$ cat src/rtl/sonic_cmd_ctl_mp.sv
// Multi-port SoNIC command controller: decodes host prg-reg commands, drives per-port
// soft reset / enable and irq register-file writes, and returns one response per command.

module sonic_port_ctl (
  input  logic clk_in,
  input  logic rstn,
  input  logic rst_on,
  input  logic rst_off,
  input  logic en_set,
  input  logic en_clr,
  output logic soft_resetn,
  output logic enable_sfp
);
  always_ff @(posedge clk_in or negedge rstn) begin
    if (!rstn) begin
      soft_resetn <= 1'b1;
      enable_sfp  <= 1'b0;
    end else begin
      if (rst_on)       soft_resetn <= 1'b0;
      else if (rst_off) soft_resetn <= 1'b1;
      if (en_set)       enable_sfp <= 1'b1;
      else if (en_clr)  enable_sfp <= 1'b0;
    end
  end
endmodule

module sonic_cmd_ctl_mp #(
  parameter int NUM_PORTS    = 2,
  parameter int RING_SIZE    = 8192,
  parameter int RESET_CYCLES = 4,
  parameter int PORT_W       = 4
) (
  input  logic                    clk_in,
  input  logic                    rstn,
  input  logic                    cmd_prg_wrena,
  input  logic [31:0]             cmd_prg_wrdata,
  input  logic [7:0]              cmd_prg_addr,
  output logic [31:0]             cmd_prg_rddata,
  output logic [NUM_PORTS-1:0]    soft_resetn,
  output logic [NUM_PORTS-1:0]    enable_sfp,
  output logic                    irq_prg_wrena,
  output logic [31:0]             irq_prg_wrdata,
  output logic [7:0]              irq_prg_addr,
  output logic [PORT_W-1:0]       irq_prg_port,
  input  logic [NUM_PORTS*32-1:0] rx_block_size,
  output logic                    resp_valid,
  input  logic                    resp_ready,
  output logic [63:0]             resp_data,
  output logic [63:0]             resp_err,
  output logic                    busy
);
  typedef enum logic [2:0] {IDLE, CHECK, EXECUTE, WRITEBACK, RESP} state_t;

  typedef struct packed {
    logic [63:0] data;
    logic [63:0] err;
  } resp_t;

  localparam logic [7:0]  OP_RESET = 8'd1, OP_START = 8'd2, OP_STOP = 8'd3;
  localparam logic [7:0]  OP_RING = 8'd4, OP_GETRX = 8'd5, OP_SETADDR = 8'd6;
  localparam logic [7:0]  OP_CFGIRQ = 8'd7, OP_SETRX = 8'd8;
  localparam logic [7:0]  A_CMD = 8'd0, A_P0 = 8'd1, A_P1 = 8'd2, A_STAT = 8'd3;
  localparam logic [31:0] NP      = NUM_PORTS;
  localparam logic [31:0] RST_LEN = RESET_CYCLES;
  localparam logic [63:0] RING_L  = 64'(RING_SIZE);

  state_t            state;
  resp_t             resp_q;
  logic [31:0]       cmd_reg, param0, param1, rx_cap, cyc;
  logic [31:0]       exec_len, nxt_cyc, rx_sel, irq_d;
  logic [7:0]        opcode, irq_a;
  logic [PORT_W-1:0] port;
  logic [3:0]        err_q, chk_err, last_err;
  logic [63:0]       get_val;
  logic              overrun, irq_go, adv, ctl_go, ctl_done;

  assign opcode     = cmd_reg[7:0];
  assign port       = cmd_reg[8 +: PORT_W];
  assign busy       = (state != IDLE);
  assign resp_data  = resp_q.data;
  assign resp_err   = resp_q.err;

  always_comb begin
    chk_err = 4'd0;
    if (opcode > OP_SETRX)                           chk_err = 4'd2;
    else if ({{(32-PORT_W){1'b0}}, port} >= NP)      chk_err = 4'd3;
  end

  always_comb begin
    case (opcode)
      OP_RESET:   exec_len = RST_LEN;
      OP_SETADDR: exec_len = 32'd2;
      default:    exec_len = 32'd1;
    endcase
  end

  // irq write for the EXECUTE cycle about to start; registered on entry to that cycle
  assign nxt_cyc  = (state == CHECK) ? 32'd1 : cyc + 32'd1;
  assign ctl_go   = (state == CHECK) && (chk_err == 4'd0);
  assign ctl_done = (state == EXECUTE) && (cyc >= exec_len);
  assign adv      = ctl_go || ((state == EXECUTE) && (cyc < exec_len));

  always_comb begin
    irq_go = 1'b0;
    irq_a  = 8'd0;
    irq_d  = 32'd0;
    case (opcode)
      OP_SETADDR: begin
        if (nxt_cyc == 32'd1)      begin irq_go = 1'b1; irq_a = 8'd1; irq_d = param0; end
        else if (nxt_cyc == 32'd2) begin irq_go = 1'b1; irq_a = 8'd2; irq_d = param1; end
      end
      OP_CFGIRQ: if (nxt_cyc == 32'd1) begin irq_go = 1'b1; irq_a = 8'd0; irq_d = param0; end
      OP_SETRX:  if (nxt_cyc == 32'd1) begin irq_go = 1'b1; irq_a = 8'd3; irq_d = param0; end
      default: ;
    endcase
  end

  always_comb begin
    rx_sel = 32'd0;
    for (int p = 0; p < NUM_PORTS; p++)
      if (port == PORT_W'(p)) rx_sel = rx_block_size[32*p +: 32];
  end

  always_comb begin
    case (opcode)
      OP_RING:  get_val = RING_L;
      OP_GETRX: get_val = {32'd0, rx_cap};
      default:  get_val = 64'd0;
    endcase
  end

  always_comb begin
    case (cmd_prg_addr)
      A_CMD:   cmd_prg_rddata = cmd_reg;
      A_P0:    cmd_prg_rddata = param0;
      A_P1:    cmd_prg_rddata = param1;
      A_STAT:  cmd_prg_rddata = {23'd0, overrun, 4'd0, last_err};
      default: cmd_prg_rddata = 32'd0;
    endcase
  end

  for (genvar p = 0; p < NUM_PORTS; p++) begin : g_port
    logic sel;
    assign sel = (port == PORT_W'(p));
    sonic_port_ctl u_port (
      .clk_in      (clk_in),
      .rstn        (rstn),
      .rst_on      (sel && ctl_go && (opcode == OP_RESET)),
      .rst_off     (sel && ctl_done && (opcode == OP_RESET)),
      .en_set      (sel && ctl_go && (opcode == OP_START)),
      .en_clr      (sel && ctl_go && (opcode == OP_STOP)),
      .soft_resetn (soft_resetn[p]),
      .enable_sfp  (enable_sfp[p])
    );
  end

  always_ff @(posedge clk_in or negedge rstn) begin
    if (!rstn) begin
      state          <= IDLE;
      cmd_reg        <= 32'd0;
      param0         <= 32'd0;
      param1         <= 32'd0;
      overrun        <= 1'b0;
      last_err       <= 4'd0;
      err_q          <= 4'd0;
      cyc            <= 32'd0;
      rx_cap         <= 32'd0;
      resp_valid     <= 1'b0;
      resp_q         <= '0;
      irq_prg_wrena  <= 1'b0;
      irq_prg_wrdata <= 32'd0;
      irq_prg_addr   <= 8'd0;
      irq_prg_port   <= '0;
    end else begin
      irq_prg_wrena  <= 1'b0;
      irq_prg_wrdata <= 32'd0;
      irq_prg_addr   <= 8'd0;
      irq_prg_port   <= '0;
      if (adv && irq_go) begin
        irq_prg_wrena  <= 1'b1;
        irq_prg_wrdata <= irq_d;
        irq_prg_addr   <= irq_a;
        irq_prg_port   <= port;
      end

      if (cmd_prg_wrena) begin
        if (cmd_prg_addr == A_STAT) begin
          if (cmd_prg_wrdata[8]) overrun <= 1'b0;
        end else if (cmd_prg_addr <= A_P1) begin
          if (busy)                      overrun <= 1'b1;
          else if (cmd_prg_addr == A_P0) param0  <= cmd_prg_wrdata;
          else if (cmd_prg_addr == A_P1) param1  <= cmd_prg_wrdata;
        end
      end

      case (state)
        IDLE: if (cmd_prg_wrena && (cmd_prg_addr == A_CMD)) begin
          cmd_reg <= cmd_prg_wrdata;
          if (cmd_prg_wrdata[7:0] != 8'd0) state <= CHECK;
        end
        CHECK: begin
          err_q <= chk_err;
          cyc   <= 32'd1;
          state <= (chk_err == 4'd0) ? EXECUTE : WRITEBACK;
        end
        EXECUTE: begin
          if (cyc == 32'd1) rx_cap <= rx_sel;
          if (cyc >= exec_len) state <= WRITEBACK;
          else                 cyc   <= cyc + 32'd1;
        end
        WRITEBACK: begin
          cmd_reg     <= 32'd0;
          last_err    <= err_q;
          resp_q.err  <= {60'd0, err_q};
          resp_q.data <= (err_q == 4'd0) ? get_val : 64'd0;
          resp_valid  <= 1'b1;
          state       <= RESP;
        end
        RESP: if (resp_ready) begin
          resp_valid <= 1'b0;
          state      <= IDLE;
        end
        default: state <= IDLE;
      endcase
    end
  end
endmodule

$ cat config.mk
export PLATFORM = sky130hd
export DESIGN_NAME = sonic_cmd_ctl_mp
export DESIGN_NICKNAME = d
export VERILOG_FILES = /design/src/rtl/sonic_cmd_ctl_mp.sv
export SDC_FILE = /design/constraint.sdc
export NUM_CORES = 1
export LEC_CHECK = 0
export BUFFER_PORTS_ARGS = -buffer_cell sky130_fd_sc_hd__buf_4
export CAP_MARGIN = 10
export CORE_MARGIN = 2
export CORE_UTILIZATION = 54
export DETAILED_ROUTE_END_ITERATION = 12
export GPL_TIMING_DRIVEN = 1
export HOLD_SLACK_MARGIN = 0.1
export PLACE_DENSITY = 0.81
export SYNTH_ARGS = -nofsm -noshare
export SYNTH_HDL_FRONTEND = slang
export SYNTH_SLANG_ARGS = --single-unit
$ cat constraint.sdc
create_clock -name clk_in -period 5.2 [get_ports clk_in]
set_clock_uncertainty 0.1 [all_clocks]
set_input_delay 0.52 -clock clk_in [delete_from_list [all_inputs] [get_ports clk_in]]
set_output_delay 0.52 -clock clk_in [all_outputs]
set_load 0.02 [all_outputs]
==> results of run 1 <==
metal layers:
layer / global-route usage / share of wire / vias up
met3: 0.0406 / 0.071 / 69
li1: - / - / 4482
met5: 0 / 0 / -
met2: 0.436 / 0.49 / 427
met4: 0.0926 / 0.032 / 0
met1: 0.338 / 0.41 / 4818
what timing repair did:
item	CTS	global route
hold buffers	1	0
resized for setup	0	0
endpoints found under the setup margin	0	0
endpoints found under the hold margin	79	0
cell families (layout without fill, tap and decap cells):
group | count (synthesis) | in the layout | share of synthesized area
muxes | 99 | 99 | 0.0860
xor gates and xnor gates | 4 | 4 | 0.00281
other | 1 | 100 | 0.000301
AOI/OAI and AO/OA | 252 | 252 | 0.148
adders and majority gates | 5 | 5 | 0.00503
buffers and inverters | 225 | 320 | 0.105
DFF | 244 | 244 | 0.491
and+or+nand+nor | 417 | 417 | 0.163
synth_stat cells (3+ instances only):
master,n,area (um^2)
dfrtp_1,242,6060
nand2_1,163,612
buf_4,104,781
nor2_1,91,342
o21ai_0,83,415
clkbuf_1,65,244
mux2i_1,62,621
nand3_1,48,240
inv_1,45,169
o31ai_1,41,308
a21oi_1,38,190
mux2_2,34,383
a22o_1,31,272
and2_1,27,169
o31ai_2,25,313
nor3_1,19,95.1
nor4_1,11,68.8
nor2b_1,8,50.1
nand4_1,7,43.8
and3_1,6,37.5
a31oi_1,5,31.3
ha_1,5,62.6
nor3b_1,5,37.5
buf_6,4,45.0
or3_1,4,25.0
dlymetal6s2s_1,3,37.5
mux4_2,3,67.6
nand3b_1,3,22.5
nand4b_1,3,26.3
o31ai_4,3,63.8
or4_1,3,22.5
through the flow:
| step | utilization | hold slack (ns) | setup WS [ns] |
|---|---|---|---|
| global route | 0.651 | 0.133 | 0.264 |
| floorplan | - | 0.124 | 1.52 |
| global placement | 0.613 | 0.359 | 0.874 |
| CTS | 0.651 | 0.121 | 0.655 |
| detailed placement | 0.613 | 0.362 | 0.750 |
| finish | 0.651 | 0.133 | 0.631 |
final cells by class:
cell class / count / area [um^2] / area share
clock buffer: 35 / 713 / 0.0484
clock inverter: 7 / 138 / 0.00934
inverter: 45 / 169 / 0.0115
multi-input combinational: 877 / 5460 / 0.371
sequential: 244 / 6110 / 0.415
tap: 285 / 357 / 0.0242
timing repair buffer: 233 / 1780 / 0.121
critical path, delay by kind of cell (launching register included):
family | cells | cell delay [ns]
compound gates | 4 | 1.09
fa+ha+maj | 1 | 0.30
buf+inv | 2 | 0.45
flops | 1 | 0.39
simple gates | 8 | 2.11
path summary, 6_finish.rpt:
check / startpoint / endpoint / slack (ns) / depth (start not counted)
worst max-delay path: cmd_reg[4] / irq_prg_wrdata[1] / 0.63 / 15
worst min-delay path: cmd_prg_wrdata[15] / param0[15] / 0.13 / 3
worst max register to register: cmd_reg[4] / irq_prg_wrdata[1] / 0.63 / 15
worst min register to register: rx_cap[13] / rx_cap[13] / 0.38 / 2
max in group asynchronous: rstn / param0[19] / 3.20 / 3
min in group asynchronous: rstn / resp_data[11] / 0.57 / 2
power by group through the flow:
stage	clock network, mW	logic, mW	registers, mW
3_5_place_dp	0	1.76	2.45
2_1_floorplan	0	1.35	2.39
4_1_cts	1.89	1.77	2.42
3_3_place_gp	0	1.73	2.43
5_1_grt	1.97	1.95	2.45
6_report	1.87	1.77	2.42
placed cells by master, fill, tap and decap left out, types with 34 or more instances in the layout:
master / Yosys / final
nand2_1: 163 / 163
dfrtp_1: 242 / 241
mux2_2: 34 / 34
o31ai_1: 41 / 41
o21ai_0: 83 / 83
buf_4: 104 / 229
conb_1: 1 / 100
mux2i_1: 62 / 62
a21oi_1: 38 / 37
inv_1: 45 / 45
nor2_1: 91 / 91
nand3_1: 48 / 48
==> out/metrics.cfg, run 1 <==
[run_status]
status = finished, final reports clean

[drt]
antenna_left = 0
detail_route.wl_per_cell_um = 18.2
vias = 9796
routed_wirelength_mm = 31.5
drc = 0
dr.first_iter.drc_count = 745
vias_per_cell = 5.68
drt_first_pass_iters = 5

[floorplanning]
num_rows = 55
die_width_um = 156
die_h_um = 156
io_pins = 319
core-area_um2 = 22600
initial_core_util = 0.550
die-area_um2 = 24300

[clock_network]
cts-root-buf = clkbuf_16
path_clk_slew_ns = 0.06
cts_setup_buffers = 0
clockBufferDepth = 3
insertion_delay_ns = 0.52
cts_tree = yes
cts_inserted_buffers = 25
cts.sinks = 244
h-tree-depth = 1

[synth]
ys_ff_latch = 244
yosysWarnings = 0
ys.flop_type = dfrtp_1
synth-async-reset-ratio = 1.00
synth_cell_types = 74
ys_seq_area_frac = 0.491
synth_edf_count = 0
netlist_instances = 1247
netlist_area_um2 = 12400
synth.avg_cell_area_um2 = 9.98

[global_route]
grt_util_all_layers = 0.257
grt_pass1_wl_mm = 50.2
grt_start_max_net_pins = 134
grt_pass1_vias = 9757
grt_antenna_before_repair = 0
overflow = 0

[timing]
fmax_ghz = 0.219
hold_viol = 0
worst_pin_slew_ns = 1.12
grt_setup_unrepaired = no
max-slew-margin-rel = 0.256
fin_tns_setup_ns = 0
layout_min_cycle_time_ns = 4.57
finalCritPeriodShare = 0.879
drv_slew = 0
setup_viol = 0

[final_layout]
drive_above_1_share = 0.254
final_area_um2 = 14700
n_antenna_cell = 0
nets = 1539
syn2layout_area_growth_pct = 18.3
finalNonFillerCells = 1726
nFillCells = 1768

[place]
dpl_cell_area_um2 = 13900
gp_congestion = 0.919
dpl.cell_count = 1683
port_buffers = 218
place_hpwl_mm = 20.8

[power_and_ir_drop]
swShare = 0.353
power_mw = 6.06
switching_power_mw = 2.14
p_int_mw = 3.92
vdd_ir_drop_max_mv = 0.340
power.density_nw_per_um2 = 412
seqPwrFrac = 0.399
p_comb_frac = 0.292
clockPowerShare = 0.308
p_leak_nw = 7.08

[worst_hold_path]
worstHoldPathType = in -> reg

[critical_path]
critPathMaxStageDelay_ns = 0.62
start_kind = register
cp_max_fo = 20
critPathKind = reg -> reg
critPathArrivalTime_ns = 4.87
crit_chain = or4_1 > nor2_1 > nand2_1 > nor3b_1 > inv_1 > ha_1 > nor2b_1 > o21ai_0 > nor2b_1 > a31o_2 > nand3_1 > nor4_4 > a41oi_4 > buf_12 > o31ai_1
cp-end-kind = register
cp.required_ns = 5.50
crit_slowest_cell = or4_1
crit_top_cell = nor2b_1

[run]
cap_violations = 0

(Power assumes the default switching activity.)
==> inputs of run 2 (changes only) <==
clock period = 5.1 ns   (was 5.2 ns; I/O delays follow)
==> run 2 against run 1 <==
Worst setup slack better by 0.040 ns. Cell area up 0.60%. First-iteration DRC count down 11%. Maximum frequency up 3.2%. Sequential power up 2%. Critical path depth unchanged. Via count up 0.51%. Register-to-register slack better by 0.04 ns. Count of clock-buffer cells in the layout up 2. Critical endpoint is now irq_prg_wrdata[0]. Largest cell class unchanged.
==> out/metrics.cfg, run 2 (same netlist as run 1, synthesis figures left out) <==
[critical_path]
cp.required_ns = 5.43
reg2reg_slack_ns = 0.67
crit_slowest_cell = or4_1
crit_chain = or4_1 > nor2_1 > nand2_1 > nor3b_1 > inv_1 > ha_1 > nor2b_1 > o21ai_0 > nor2b_1 > a31o_2 > nand3_1 > nor4_4 > a41oi_4 > buf_4 > o31ai_1
cp_max_fo = 14
critPathArrivalTime_ns = 4.76
worstReg2RegStart = cmd_reg[4]
critPathTopFamily = simple AND/OR/NAND/NOR gates
crit_top_cell = nor2b_1
start_kind = register
cp-end-kind = register
critPathMaxStageDelay_ns = 0.62
critPathKind = reg -> reg
rr_endpoint = irq_prg_wrdata[0]
path_buf_inv = 2
reg2regPathDepth = 15

[clock_network]
h-tree-depth = 1
path_clk_slew_ns = 0.06
insertion_delay_ns = 0.53
cts-root-buf = clkbuf_16
cts_setup_buffers = 0
cts.sinks = 244
cts_tree = yes
cts-hold-fix-buffers = 13
cts_inserted_buffers = 25
clockBufferDepth = 3
cts_resized = 0

[worst_hold_path]
hold_start = cmd_prg_wrdata[19]
worstHoldPathType = in -> reg
whs_path_depth = 3
min_to = cmd_reg[19]

[drt]
routed_wirelength_mm = 31.7
dr.first_iter.drc_count = 663
antenna_left = 0
detail_route.wl_per_cell_um = 18.2
vias_per_cell = 5.65
vias = 9846
drc = 0
drt_first_pass_iters = 5

[power_and_ir_drop]
power_mw = 6.07
p_comb_frac = 0.299
p_leak_nw = 7.12
swShare = 0.363
switching_power_mw = 2.20
seqPwrFrac = 0.406
vdd_ir_drop_max_mv = 0.252
p_int_mw = 3.86
power.density_nw_per_um2 = 410
clockPowerShare = 0.295

[floorplanning]
die_width_um = 156
num_rows = 55
die-area_um2 = 24300
io_pins = 319
die_h_um = 156
core-area_um2 = 22600
initial_core_util = 0.550

[place]
dp_slack_ns = 0.779
port_buffers = 218
gp_congestion = 0.931
place_hpwl_mm = 21.0
dpl_cell_area_um2 = 13900

[timing]
grt_setup_unrepaired = no
fmax_ghz = 0.226
finalCritPeriodShare = 0.868
fin_tns_setup_ns = 0
worst_pin_slew_ns = 1.12
layout_min_cycle_time_ns = 4.43
setup_ws_ns = 0.671
max-slew-margin-rel = 0.255
hold_viol = 0
whs_ns = 0.112
drv_slew = 0
setup_viol = 0

[final_layout]
drive_above_1_share = 0.253
n_antenna_cell = 0
nets = 1552
syn2layout_area_growth_pct = 19.0
final_cell_mix = 241 x dfrtp_1, 229 x buf_4, 163 x nand2_1
final_common_cell = dfrtp_1
final_area_um2 = 14800

[global_route]
grt_util_all_layers = 0.256
grt_start_max_net_pins = 133
grt_pass1_vias = 9616
overflow = 0
grt_antenna_before_repair = 0
grt_pass1_wl_mm = 50.0

[run]
cap_violations = 0

[run_status]
status = finished, final reports clean

-- run 2: how the worst max path moves through the flow --
stage | startpoint | to | depth (start not counted)
4_1_cts | cmd_reg[4] | irq_prg_wrdata[0] | 15
3_3_place_gp | cmd_reg[4] | irq_prg_wrdata[0] | 15
5_1_grt | cmd_reg[7] | irq_prg_wrdata[31] | 15
2_1_floorplan | cmd_reg[4] | irq_prg_wrdata[10] | 15
3_5_place_dp | cmd_reg[4] | irq_prg_wrdata[31] | 15
6_report | cmd_reg[4] | irq_prg_wrdata[0] | 15
-- run 2: metrics by stage --
stage,cells,util
floorplan,1346,-
global placement,1683,0.613
detailed placement,1683,0.613
CTS,1741,0.654
global route,1742,0.654
finish,1742,0.654
-- run 2: worst min-delay path, stage by stage --
cell     delay [ns]
buf_4          0.09
nand2_1        0.04
o21ai_0        0.06
-- run 2: routing by layer --
layer | vias up | part of all wire | global-route usage
li1 | 4522 | - | -
met1 | 4785 | 0.40 | 0.338
met2 | 465 | 0.49 | 0.428
met3 | 74 | 0.080 | 0.0456
met4 | 0 | 0.031 | 0.0909
met5 | - | 0 | 0
-- run 2: power groups by stage --
stage | sequential [mW] | combinational, mW | clock (mW)
2_1_floorplan | 2.43 | 1.37 | 0
3_3_place_gp | 2.47 | 1.75 | 0
3_5_place_dp | 2.49 | 1.79 | 0
4_1_cts | 2.46 | 1.81 | 1.82
5_1_grt | 2.50 | 1.98 | 1.90
6_report | 2.46 | 1.81 | 1.79
-- run 2: layout make-up --
cell class | instances | area [um^2]
sequential | 244 | 6110
inverter | 45 | 169
clock buffer | 37 | 721
timing repair buffer | 246 | 1920
clock inverter | 8 | 83.8
tap | 285 | 357
fill | 1774 | 7820
multi-input combinational | 877 | 5460
==> inputs of run 3 (changes only) <==
ABC_AREA = 1   (was not set)
GPL_TIMING_DRIVEN = not set   (was 1)
==> run 3 against run 2 <==
Sequential cell count unchanged. Wire length up 8.1%. Worst setup slack gained 0.79 ns. Power down 14%. Cell area shrank 0.25%. Synthesized cell count is 26% higher. Register-to-register slack improved by 0.79 ns. Utilization hardly changed. Combinational power down 41%. Highest routed layer unchanged.
==> out/metrics.cfg, run 3 <==
[synth]
ys.flop_type = dfrtp_1
synth_top_area_frac = 0.489
synth_edf_count = 0
ys_ff_latch = 244
synth_area_leaders = dfrtp_1 49%, nand2_1 11%, buf_4 6.3%, inv_1 5.8%, o21ai_0 5.5%
yosysMostFrequentCell = nand2_1
synth-async-reset-ratio = 1.00
synth_cell_types = 43
netlist_area_um2 = 12400
synth.largest_area_cell = dfrtp_1
netlist_instances = 1565
synth_commonest_cells = 360 x nand2_1, 242 x dfrtp_1, 192 x inv_1
yosysWarnings = 0
synth.avg_cell_area_um2 = 7.91
ys_seq_area_frac = 0.493

[final_layout]
n_antenna_cell = 0
nFillCells = 1875
drive_above_1_share = 0.172
nets = 1872
finalCoreUtilization = 0.655
final_common_cell = nand2_1
syn2layout_area_growth_pct = 19.3
final_cell_mix = 359 x nand2_1, 242 x dfrtp_1, 238 x buf_4

[timing]
setup_viol = 0
drv_slew = 0
layout_min_cycle_time_ns = 3.64
finalCritPeriodShare = 0.714
max-slew-margin-rel = 0.315
grt_setup_unrepaired = no
fmax_ghz = 0.275
fin_tns_setup_ns = 0
worst_pin_slew_ns = 1.03
hold_viol = 0

[critical_path]
critPathKind = reg -> reg
worstReg2RegStart = cmd_reg[5]
cp_max_fo = 20
crit_start = cmd_reg[5]
critPathArrivalTime_ns = 3.95
cp.required_ns = 5.41
cp-end-kind = register
start_kind = register

[place]
gp_congestion = 0.978
port_buffers = 218
place_hpwl_mm = 23.4

[run]
cap_violations = 0

[drt]
drt_first_pass_iters = 6
vias_per_cell = 5.47
dr.first_iter.drc_count = 1051
antenna_left = 0
detail_route.wl_per_cell_um = 16.6
drc = 0
routed_wirelength_mm = 34.3
vias = 11300

[power_and_ir_drop]
power.density_nw_per_um2 = 352
p_leak_nw = 7.48
vdd_ir_drop_max_mv = 0.237

[global_route]
grt_pass1_vias = 10800
grt_antenna_before_repair = 0
grt_start_max_net_pins = 136
grt_pass1_wl_mm = 54.2
grt_util_all_layers = 0.279
overflow = 0

[clock_network]
cts.sinks = 244
h-tree-depth = 1
path_clk_slew_ns = 0.06
cts_inserted_buffers = 26
clockBufferDepth = 3
cts_tree = yes
cts_setup_buffers = 0
insertion_delay_ns = 0.53
cts-root-buf = clkbuf_16

[floorplanning]
io_pins = 319
die_h_um = 155
core-area_um2 = 22600
die-area_um2 = 24200
initial_core_util = 0.549
die_width_um = 155
num_rows = 55

[worst_hold_path]
hold_start = rx_block_size[29]
worstHoldPathType = in -> reg

[run_status]
status = finished, final reports clean

-- run 3: through the flow --
step / instances / instance area [um^2] / worst slack (ns) / hold WS, ns / power, mW
2_1_floorplan: 1664 / 12800 / 2.52 / 0.114 / 3.02
3_3_place_gp: 2015 / 13900 / 1.69 / 0.368 / 3.28
3_5_place_dp: 2015 / 13900 / 1.54 / 0.379 / 3.32
4_1_cts: 2064 / 14800 / 1.53 / 0.129 / 5.21
5_1_grt: 2064 / 14800 / 1.18 / 0.141 / 5.43
6_report: 2064 / 14800 / 1.46 / 0.142 / 5.20
-- run 3: worst paths after layout --
path | cells past startpoint | endpoint | slack, ns
max in group asynchronous | 3 | param1[26] | 3.06
setup / recovery | 14 | irq_prg_wrdata[8] | 1.46
setup reg to reg | 14 | irq_prg_wrdata[8] | 1.46
min in group asynchronous | 2 | resp_data[17] | 0.52
hold reg to reg | 2 | resp_data[8] | 0.39
hold / removal | 3 | rx_cap[29] | 0.14
-- run 3: cell type report --
type	count	area, um^2	share of cell area
clock buffer	36	748	0.0506
clock inverter	12	126	0.00855
inverter	195	732	0.0495
multi-input combinational	1052	4900	0.331
sequential	244	6110	0.413
tap	285	357	0.0241
timing repair buffer	240	1810	0.123
-- run 3: repair_timing --
item / in CTS / in global routing
hold buffers: 1 / 0
gates resized for setup: 0 / 0
endpoints found under the hold margin: 130 / 0
-- run 3: power by group --
| part | switching [mW] | internal (mW) |
|---|---|---|
| Combinational | 0.738 | 0.317 |
| Sequential | 0.119 | 2.12 |
| Clock | 0.772 | 1.13 |
| Total | 1.63 | 3.57 |
-- run 3: routing by layer --
metal / track usage / vias up / wire [um]
li1: - / 5228 / -
met1: 0.356 / 5366 / 13400
met2: 0.463 / 600 / 16400
met3: 0.0529 / 100 / 3010
met4: 0.129 / 0 / 1400
met5: 0 / - / 0
-- run 3: logic make-up (layout without fill, tap and decap cells) --
kind of cell    after synthesis  in the layout  synth area share
simple gates                691            691             0.235
fa+ha+maj                     5              5           0.00505
xor+xnor                      7              7           0.00495
other cells                   1            100          0.000303
buf+inv                     368            483             0.145
compound gates              249            249             0.117
flops                       244            244             0.493
-- run 3: critical path, cell delays in order, from the launching register on --
cell,delay (ns)
dfrtp_1,0.36
inv_1,0.08
nand4_1,0.23
nor2_1,0.18
inv_1,0.11
nor2_1,0.25
nand2_1,0.18
ha_1,0.32
nand2_1,0.07
o211ai_1,0.22
nor3_1,0.09
or2_2,0.29
nand2_1,0.56
buf_4,0.37
nor2_1,0.09
